`src/rtl/ngc_counter_sequencer.sv`:
```
// ngc_counter_sequencer
// Walks a small table of count segments (from, to, step, direction) through a
// single ngc up/down counter. Each segment is loaded, run until the counter
// reports a hit, then the next one follows. After the last segment the
// sequence either stops with a done pulse or wraps back to segment 0.
//
// Handshake: start is a request taken only on an edge where the FSM is idle
// (busy low). busy rises in the following cycle and stays high until the
// cycle in which done pulses, or until the cycle after the CLEAR cycle that
// an abort produces. start and cfg_we are ignored while busy is high.
module ngc_counter_sequencer #(
    parameter int COUNT_WIDTH = 8,
    parameter int NUM_SEGS    = 4
) (
    input  logic                          clk,
    input  logic                          rst_n,
    input  logic                          cfg_we,
    input  logic [$clog2(NUM_SEGS)-1:0]   cfg_addr,
    input  logic [COUNT_WIDTH-1:0]        cfg_from,
    input  logic [COUNT_WIDTH-1:0]        cfg_to,
    input  logic [COUNT_WIDTH/2-1:0]      cfg_step,
    input  logic                          cfg_dir,
    input  logic [$clog2(NUM_SEGS)-1:0]   cfg_last,
    input  logic                          cfg_loop,
    input  logic                          start,
    input  logic                          abort,
    output logic                          busy,
    output logic                          done,
    output logic                          seg_hit,
    output logic [$clog2(NUM_SEGS)-1:0]   seg_idx,
    output logic                          cnt_rst,
    output logic                          cnt_load,
    output logic                          cnt_enb,
    output logic                          cnt_dir,
    output logic                          cnt_one_shot,
    output logic [COUNT_WIDTH-1:0]        cnt_load_value,
    output logic [COUNT_WIDTH-1:0]        cnt_count_from_value,
    output logic [COUNT_WIDTH-1:0]        cnt_count_to_value,
    output logic [COUNT_WIDTH/2-1:0]      cnt_step_value,
    input  logic [COUNT_WIDTH-1:0]        cnt_count,
    input  logic                          cnt_count_hit
);

    localparam int AW = $clog2(NUM_SEGS);
    localparam int SW = COUNT_WIDTH / 2;

    typedef enum logic [1:0] {
        ST_IDLE  = 2'd0,
        ST_LOAD  = 2'd1,
        ST_RUN   = 2'd2,
        ST_CLEAR = 2'd3
    } state_t;

    // The counter value is for monitoring only; nothing in here depends on it.
    logic cnt_count_unused;
    assign cnt_count_unused = ^cnt_count;

    // ---------------------------------------------------------------------
    // Segment table (flops)
    // ---------------------------------------------------------------------
    logic [COUNT_WIDTH-1:0] from_q [NUM_SEGS];
    logic [COUNT_WIDTH-1:0] from_d [NUM_SEGS];
    logic [COUNT_WIDTH-1:0] to_q   [NUM_SEGS];
    logic [COUNT_WIDTH-1:0] to_d   [NUM_SEGS];
    logic [SW-1:0]          step_q [NUM_SEGS];
    logic [SW-1:0]          step_d [NUM_SEGS];
    logic                   dir_q  [NUM_SEGS];
    logic                   dir_d  [NUM_SEGS];

    state_t         state_q, state_d;
    logic [AW-1:0]  idx_q, idx_d;
    logic [AW-1:0]  last_q, last_d;
    logic           loop_q, loop_d;
    logic           guard_q, guard_d;

    logic                   busy_q, busy_d;
    logic                   done_q, done_d;
    logic                   seg_hit_q, seg_hit_d;
    logic                   cnt_rst_q, cnt_rst_d;
    logic                   cnt_load_q, cnt_load_d;
    logic                   cnt_enb_q, cnt_enb_d;
    logic                   cnt_dir_q, cnt_dir_d;
    logic                   cnt_one_shot_q, cnt_one_shot_d;
    logic [COUNT_WIDTH-1:0] load_val_q, load_val_d;
    logic [COUNT_WIDTH-1:0] from_val_q, from_val_d;
    logic [COUNT_WIDTH-1:0] to_val_q, to_val_d;
    logic [SW-1:0]          step_val_q, step_val_d;

    // Table write: accepted only while idle; a zero step is stored as 1.
    always_comb begin
        from_d = from_q;
        to_d   = to_q;
        step_d = step_q;
        dir_d  = dir_q;
        if (cfg_we && (state_q == ST_IDLE)) begin
            from_d[cfg_addr] = cfg_from;
            to_d[cfg_addr]   = cfg_to;
            step_d[cfg_addr] = (cfg_step == '0) ? SW'(1) : cfg_step;
            dir_d[cfg_addr]  = cfg_dir;
        end
    end

    // Table storage, cleared to all-zero fields on reset.
    always_ff @(posedge clk or negedge rst_n) begin
        if (!rst_n) begin
            for (int i = 0; i < NUM_SEGS; i++) begin
                from_q[i] <= '0;
                to_q[i]   <= '0;
                step_q[i] <= '0;
                dir_q[i]  <= 1'b0;
            end
        end else begin
            from_q <= from_d;
            to_q   <= to_d;
            step_q <= step_d;
            dir_q  <= dir_d;
        end
    end

    // Next-state logic: abort wins over start and over a sampled hit; the
    // first RUN cycle ignores the hit flag in case it is left over.
    always_comb begin
        state_d   = state_q;
        idx_d     = idx_q;
        last_d    = last_q;
        loop_d    = loop_q;
        guard_d   = guard_q;
        seg_hit_d = 1'b0;
        done_d    = 1'b0;
        case (state_q)
            ST_IDLE: begin
                if (abort) begin
                    state_d = ST_CLEAR;
                end else if (start) begin
                    state_d = ST_LOAD;
                    idx_d   = '0;
                    last_d  = cfg_last;
                    loop_d  = cfg_loop;
                end
            end
            ST_LOAD: begin
                if (abort) begin
                    state_d = ST_CLEAR;
                end else begin
                    state_d = ST_RUN;
                    guard_d = 1'b1;
                end
            end
            ST_RUN: begin
                if (abort) begin
                    state_d = ST_CLEAR;
                end else if (guard_q) begin
                    guard_d = 1'b0;
                end else if (cnt_count_hit) begin
                    seg_hit_d = 1'b1;
                    if (idx_q != last_q) begin
                        idx_d   = idx_q + AW'(1);
                        state_d = ST_LOAD;
                    end else if (loop_q) begin
                        idx_d   = '0;
                        state_d = ST_LOAD;
                    end else begin
                        done_d  = 1'b1;
                        state_d = ST_IDLE;
                    end
                end
            end
            ST_CLEAR: begin
                state_d = abort ? ST_CLEAR : ST_IDLE;
            end
            default: begin
                state_d = ST_IDLE;
            end
        endcase
    end

    // Output decode from the next state so every output is a flop; operands
    // are captured on entry to LOAD and held through RUN and afterwards.
    always_comb begin
        busy_d         = (state_d != ST_IDLE);
        cnt_rst_d      = (state_d == ST_CLEAR);
        cnt_load_d     = (state_d == ST_LOAD);
        cnt_enb_d      = (state_d == ST_RUN);
        cnt_dir_d      = cnt_dir_q;
        cnt_one_shot_d = cnt_one_shot_q;
        load_val_d     = load_val_q;
        from_val_d     = from_val_q;
        to_val_d       = to_val_q;
        step_val_d     = step_val_q;
        if (state_d == ST_LOAD) begin
            load_val_d     = from_q[idx_d];
            from_val_d     = from_q[idx_d];
            to_val_d       = to_q[idx_d];
            // A freshly reset entry holds step 0; run it as step 1.
            step_val_d     = (step_q[idx_d] == '0) ? SW'(1) : step_q[idx_d];
            cnt_dir_d      = dir_q[idx_d];
            cnt_one_shot_d = 1'b1;
        end
    end

    // State and output registers.
    always_ff @(posedge clk or negedge rst_n) begin
        if (!rst_n) begin
            state_q        <= ST_IDLE;
            idx_q          <= '0;
            last_q         <= '0;
            loop_q         <= 1'b0;
            guard_q        <= 1'b0;
            busy_q         <= 1'b0;
            done_q         <= 1'b0;
            seg_hit_q      <= 1'b0;
            cnt_rst_q      <= 1'b0;
            cnt_load_q     <= 1'b0;
            cnt_enb_q      <= 1'b0;
            cnt_dir_q      <= 1'b0;
            cnt_one_shot_q <= 1'b0;
            load_val_q     <= '0;
            from_val_q     <= '0;
            to_val_q       <= '0;
            step_val_q     <= '0;
        end else begin
            state_q        <= state_d;
            idx_q          <= idx_d;
            last_q         <= last_d;
            loop_q         <= loop_d;
            guard_q        <= guard_d;
            busy_q         <= busy_d;
            done_q         <= done_d;
            seg_hit_q      <= seg_hit_d;
            cnt_rst_q      <= cnt_rst_d;
            cnt_load_q     <= cnt_load_d;
            cnt_enb_q      <= cnt_enb_d;
            cnt_dir_q      <= cnt_dir_d;
            cnt_one_shot_q <= cnt_one_shot_d;
            load_val_q     <= load_val_d;
            from_val_q     <= from_val_d;
            to_val_q       <= to_val_d;
            step_val_q     <= step_val_d;
        end
    end

    assign busy                 = busy_q;
    assign done                 = done_q;
    assign seg_hit              = seg_hit_q;
    assign seg_idx              = idx_q;
    assign cnt_rst              = cnt_rst_q;
    assign cnt_load             = cnt_load_q;
    assign cnt_enb              = cnt_enb_q;
    assign cnt_dir              = cnt_dir_q;
    assign cnt_one_shot         = cnt_one_shot_q;
    assign cnt_load_value       = load_val_q;
    assign cnt_count_from_value = from_val_q;
    assign cnt_count_to_value   = to_val_q;
    assign cnt_step_value       = step_val_q;

endmodule

```
`config.mk`:
```
export PLATFORM = sky130hd
export DESIGN_NAME = ngc_counter_sequencer
export DESIGN_NICKNAME = d
export VERILOG_FILES = /design/src/rtl/ngc_counter_sequencer.sv
export SDC_FILE = /design/constraint.sdc
export NUM_CORES = 1
export LEC_CHECK = 0
export BUFFER_PORTS_ARGS = -buffer_cell sky130_fd_sc_hd__buf_4
export CORE_UTILIZATION = 40
export DETAILED_ROUTE_END_ITERATION = 8
export HOLD_SLACK_MARGIN = 0.02
export PLACE_DENSITY = 0.67
export SLEW_MARGIN = 20
export SYNTH_ARGS = -nofsm -noshare
export SYNTH_HDL_FRONTEND = slang
export SYNTH_SLANG_ARGS = --single-unit
```
`constraint.sdc`:
```
create_clock -name clk -period 2.1 [get_ports clk]
set_clock_uncertainty 0.1 [all_clocks]
set_input_delay 0.105 -clock clk [delete_from_list [all_inputs] [get_ports clk]]
set_output_delay 0.105 -clock clk [all_outputs]
set_load 0.05 [all_outputs]
```
==> impl_metrics.tcl <==
set metrics [dict create \
    post-place-ws_ns -0.168 \
    crit_path_end_kind "flip-flop" \
    globalRoute.totalOverflow 0 \
    post-route-util_pct 56.2 \
    setup_viol 20 \
    grt_setup_unrepaired "yes" \
    yosys_register_bits 120 \
    drc 0 \
    dr_total_vias 3629 \
    instance_count_after_placement_with_tap_cells_included 656 \
    power_density_cells_mw_per_mm2 1460 \
    worstPathMaxFanout 18 \
    floorplan.rows 42 \
    yosysWarnings 0 \
    worst_setup_path_start_kind "flip-flop" \
    tritoncts "built" \
    drt-vias-per-instance 5.03 \
    syn_avg_cell_area_um2 13.3 \
    place_congestion 0.822 \
    worst_slew_pin_slew_ns 0.535 \
    drv_cap 0 \
    nFillCells 1108 \
    cts_buffer_depth 2 \
    wire_per_inst_um 16.8 \
    violations_in_the_final_reports "negative setup slack" \
    final-max-slew-violation-count 0 \
    numClockSinks 120 \
    antenna_cells_inserted 0 \
    flow.area_growth_from_synthesis_pct 37.3 \
    p_leak_nw 3.63 \
    period_minus_slack_ns 2.25 \
    floorplan.initialDensity_pct 40.9 \
    yosys_most_used_dff "sky130_fd_sc_hd__dfrtp_1" \
    timing.final.ws_setup_ns -0.147 \
    drt_first_pass_iters 6 \
    die_area_mm2 0.0140 \
    vias_in_the_first_global_route 3771 \
    dieWidth_um 118 \
    worst_ep_required_time_ns 2.34 \
    most-common-layout-cells "sky130_fd_sc_hd__dfrtp_1, sky130_fd_sc_hd__mux2_2, sky130_fd_sc_hd__buf_4, sky130_fd_sc_hd__nand2_1, sky130_fd_sc_hd__mux2i_1" \
    first_pass_grt_wire_length_um 19400 \
    die_height_um 118 \
    multi_input_area_mm2 0.00232 \
    max_clock_freq_ghz 0.445 \
    layout-drive-gt1-share_pct 50.8 \
    synthesized_area_mm2 0.00542 \
    core_mm2 0.0132 \
    clock_insertion_delay_worst_skew_ns 0.41 \
    netlist-cell-type-count 46 \
    cts_made_buffers 17 \
    timing_worst_setup_path_type "flip-flop to flip-flop" \
    synth-async-reset-ratio_pct 100 \
    maxSlewHeadroom_pct 64.4 \
    outcome "complete, but fails checks" \
    boundary_pin_count 78 \
    seq_area_frac_synth_pct 55.4 \
    first_iter_violations 152 \
    mostFrequentLayoutCell "sky130_fd_sc_hd__dfrtp_1" \
    detail-route-antenna-nets 0 \
    worst_hold_path_type "input pin to flip-flop" \
    design.final.nets 572 \
    grt_antenna_before_repair 0 \
    period_share_pct 107 \
    clock_tree.root_cell "sky130_fd_sc_hd__clkbuf_16" \
    synth_enable_flop_cells 0 \
    layoutNonFillerInstCount 721 \
    cts.clk_slew.worst_paths_ns 0.06 \
    worstPathArrival_ns 2.49 \
    mappedNetlistNets 447 \
    port_buffers 69 \
    layout.area.seq_mm2 0.00301 \
    synth_cells 407 \
    number_of_failing_hold_endpoints_at_the_final_stage 0 \
    place.detailed.hpwl_um 7540 \
    cts.htree.levels 4 \
    grt_start_max_net_pins 39 \
    maximum_resistive_drop_on_vdd_mv 0.646 \
    postRouteWirelength_um 12100 \
    aggregate_global_route_resource_usage_pct 18.1 \
]
through the flow:
step,hold slack (ns),TNS (ns),cell area [um2],power (mW)
finish,0.0811,-2.51,7440,10.9
global route,0.0980,-4.43,7440,11.4
CTS,0.0659,-2.83,7320,10.8
detailed placement,0.0260,-2.66,6350,7.57
global placement,0.0164,-1.22,6350,7.43
floorplan,-0.291,-2.41,5450,6.48
cells in the mapped netlist (all sizes together) (2+ instances only):
cell type,instances,area [um2]
o21ai,27,161
a22o,2,35.0
xor2,2,32.5
buf,20,168
o31ai,2,15.0
mux2i,36,360
a21boi,2,15.0
nor2,7,26.3
clkbuf,9,33.8
a21oi,6,33.8
and3,3,18.8
or2,2,12.5
nor3,4,20.0
nand2,37,146
mux2,98,1100
a31o,2,17.5
nand3,4,20.0
o221ai,2,23.8
dfrtp,120,3000
inv,7,33.8
timing repair:
item                       in CTS  in global routing
setup endpoints to repair      22                 29
cloned                          2                  2
hold endpoints to repair      190                  0
pin swaps                       7                  8
gates resized for setup        16                 19
hold buffers                   27                  0
buffers inserted                0                  3
flip-flops by register name, indices dropped and copies added (netlist names), 2 cells and up:
name,flops
state_q,2
cnt_step_value,4
cnt_count_from_value,8
cnt_count_to_value,8
step_q,16
to_q,32
from_q,32
last_q,2
seg_idx,2
dir_q,4
final timing paths:
kind | to | startpoint | depth (start not counted) | slack (ns)
min in group asynchronous | cnt_count_to_value[1] | rst_n | 2 | 0.12
max in group asynchronous | dir_q[2] | rst_n | 3 | 1.13
worst min register to register | cnt_one_shot | cnt_one_shot | 1 | 0.37
worst max register to register | cnt_count_to_value[2] | state_q[0] | 8 | -0.15
worst max-delay path | cnt_count_to_value[2] | state_q[0] | 8 | -0.15
worst min-delay path | loop_q | start | 4 | 0.08
cells by family (layout without fill, tap and decap cells):
family	after synthesis	after routing	share of synthesized area (%)
DFF	120	120	55.4
and+or+nand+nor	65	65	5.82
buffers and inverters	36	174	4.34
AOI/OAI and AO/OA	50	50	6.85
xor gates and xnor gates	2	2	0.600
muxes	134	134	27.0
critical path, stage by stage (launching register included):
cell                       delay [ns]
sky130_fd_sc_hd__dfrtp_1         0.40
sky130_fd_sc_hd__nor4b_4         0.39
sky130_fd_sc_hd__o311ai_4        0.18
sky130_fd_sc_hd__a22o_4          0.31
sky130_fd_sc_hd__nand2_8         0.17
sky130_fd_sc_hd__inv_12          0.10
sky130_fd_sc_hd__mux2i_1         0.13
sky130_fd_sc_hd__mux2_2          0.27
sky130_fd_sc_hd__o21ai_2         0.10
power breakdown:
part           switching (mW)  leakage (nW)  internal (mW)
Sequential              0.457          1.51           3.09
Combinational            2.41          1.82           1.88
Clock                    1.07         0.299           1.99
area by class of cell:
cell class	count	share of cell area (%)
tap	176	2.96
sequential	120	40.4
multi-input combinational	251	31.2
timing repair inverter	2	0.370
timing repair buffer	133	16.2
clock buffer	17	5.71
clock inverter	15	2.71
inverter	7	0.571
metal layers:
| layer | GRT usage, % | wire length (um) |
|---|---|---|
| met4 | 6.96 | 155 |
| met3 | 4.54 | 379 |
| met5 | 0 | 0 |
| met1 | 22.3 | 5480 |
| met2 | 30.6 | 6070 |
(Power assumes the default switching activity.)
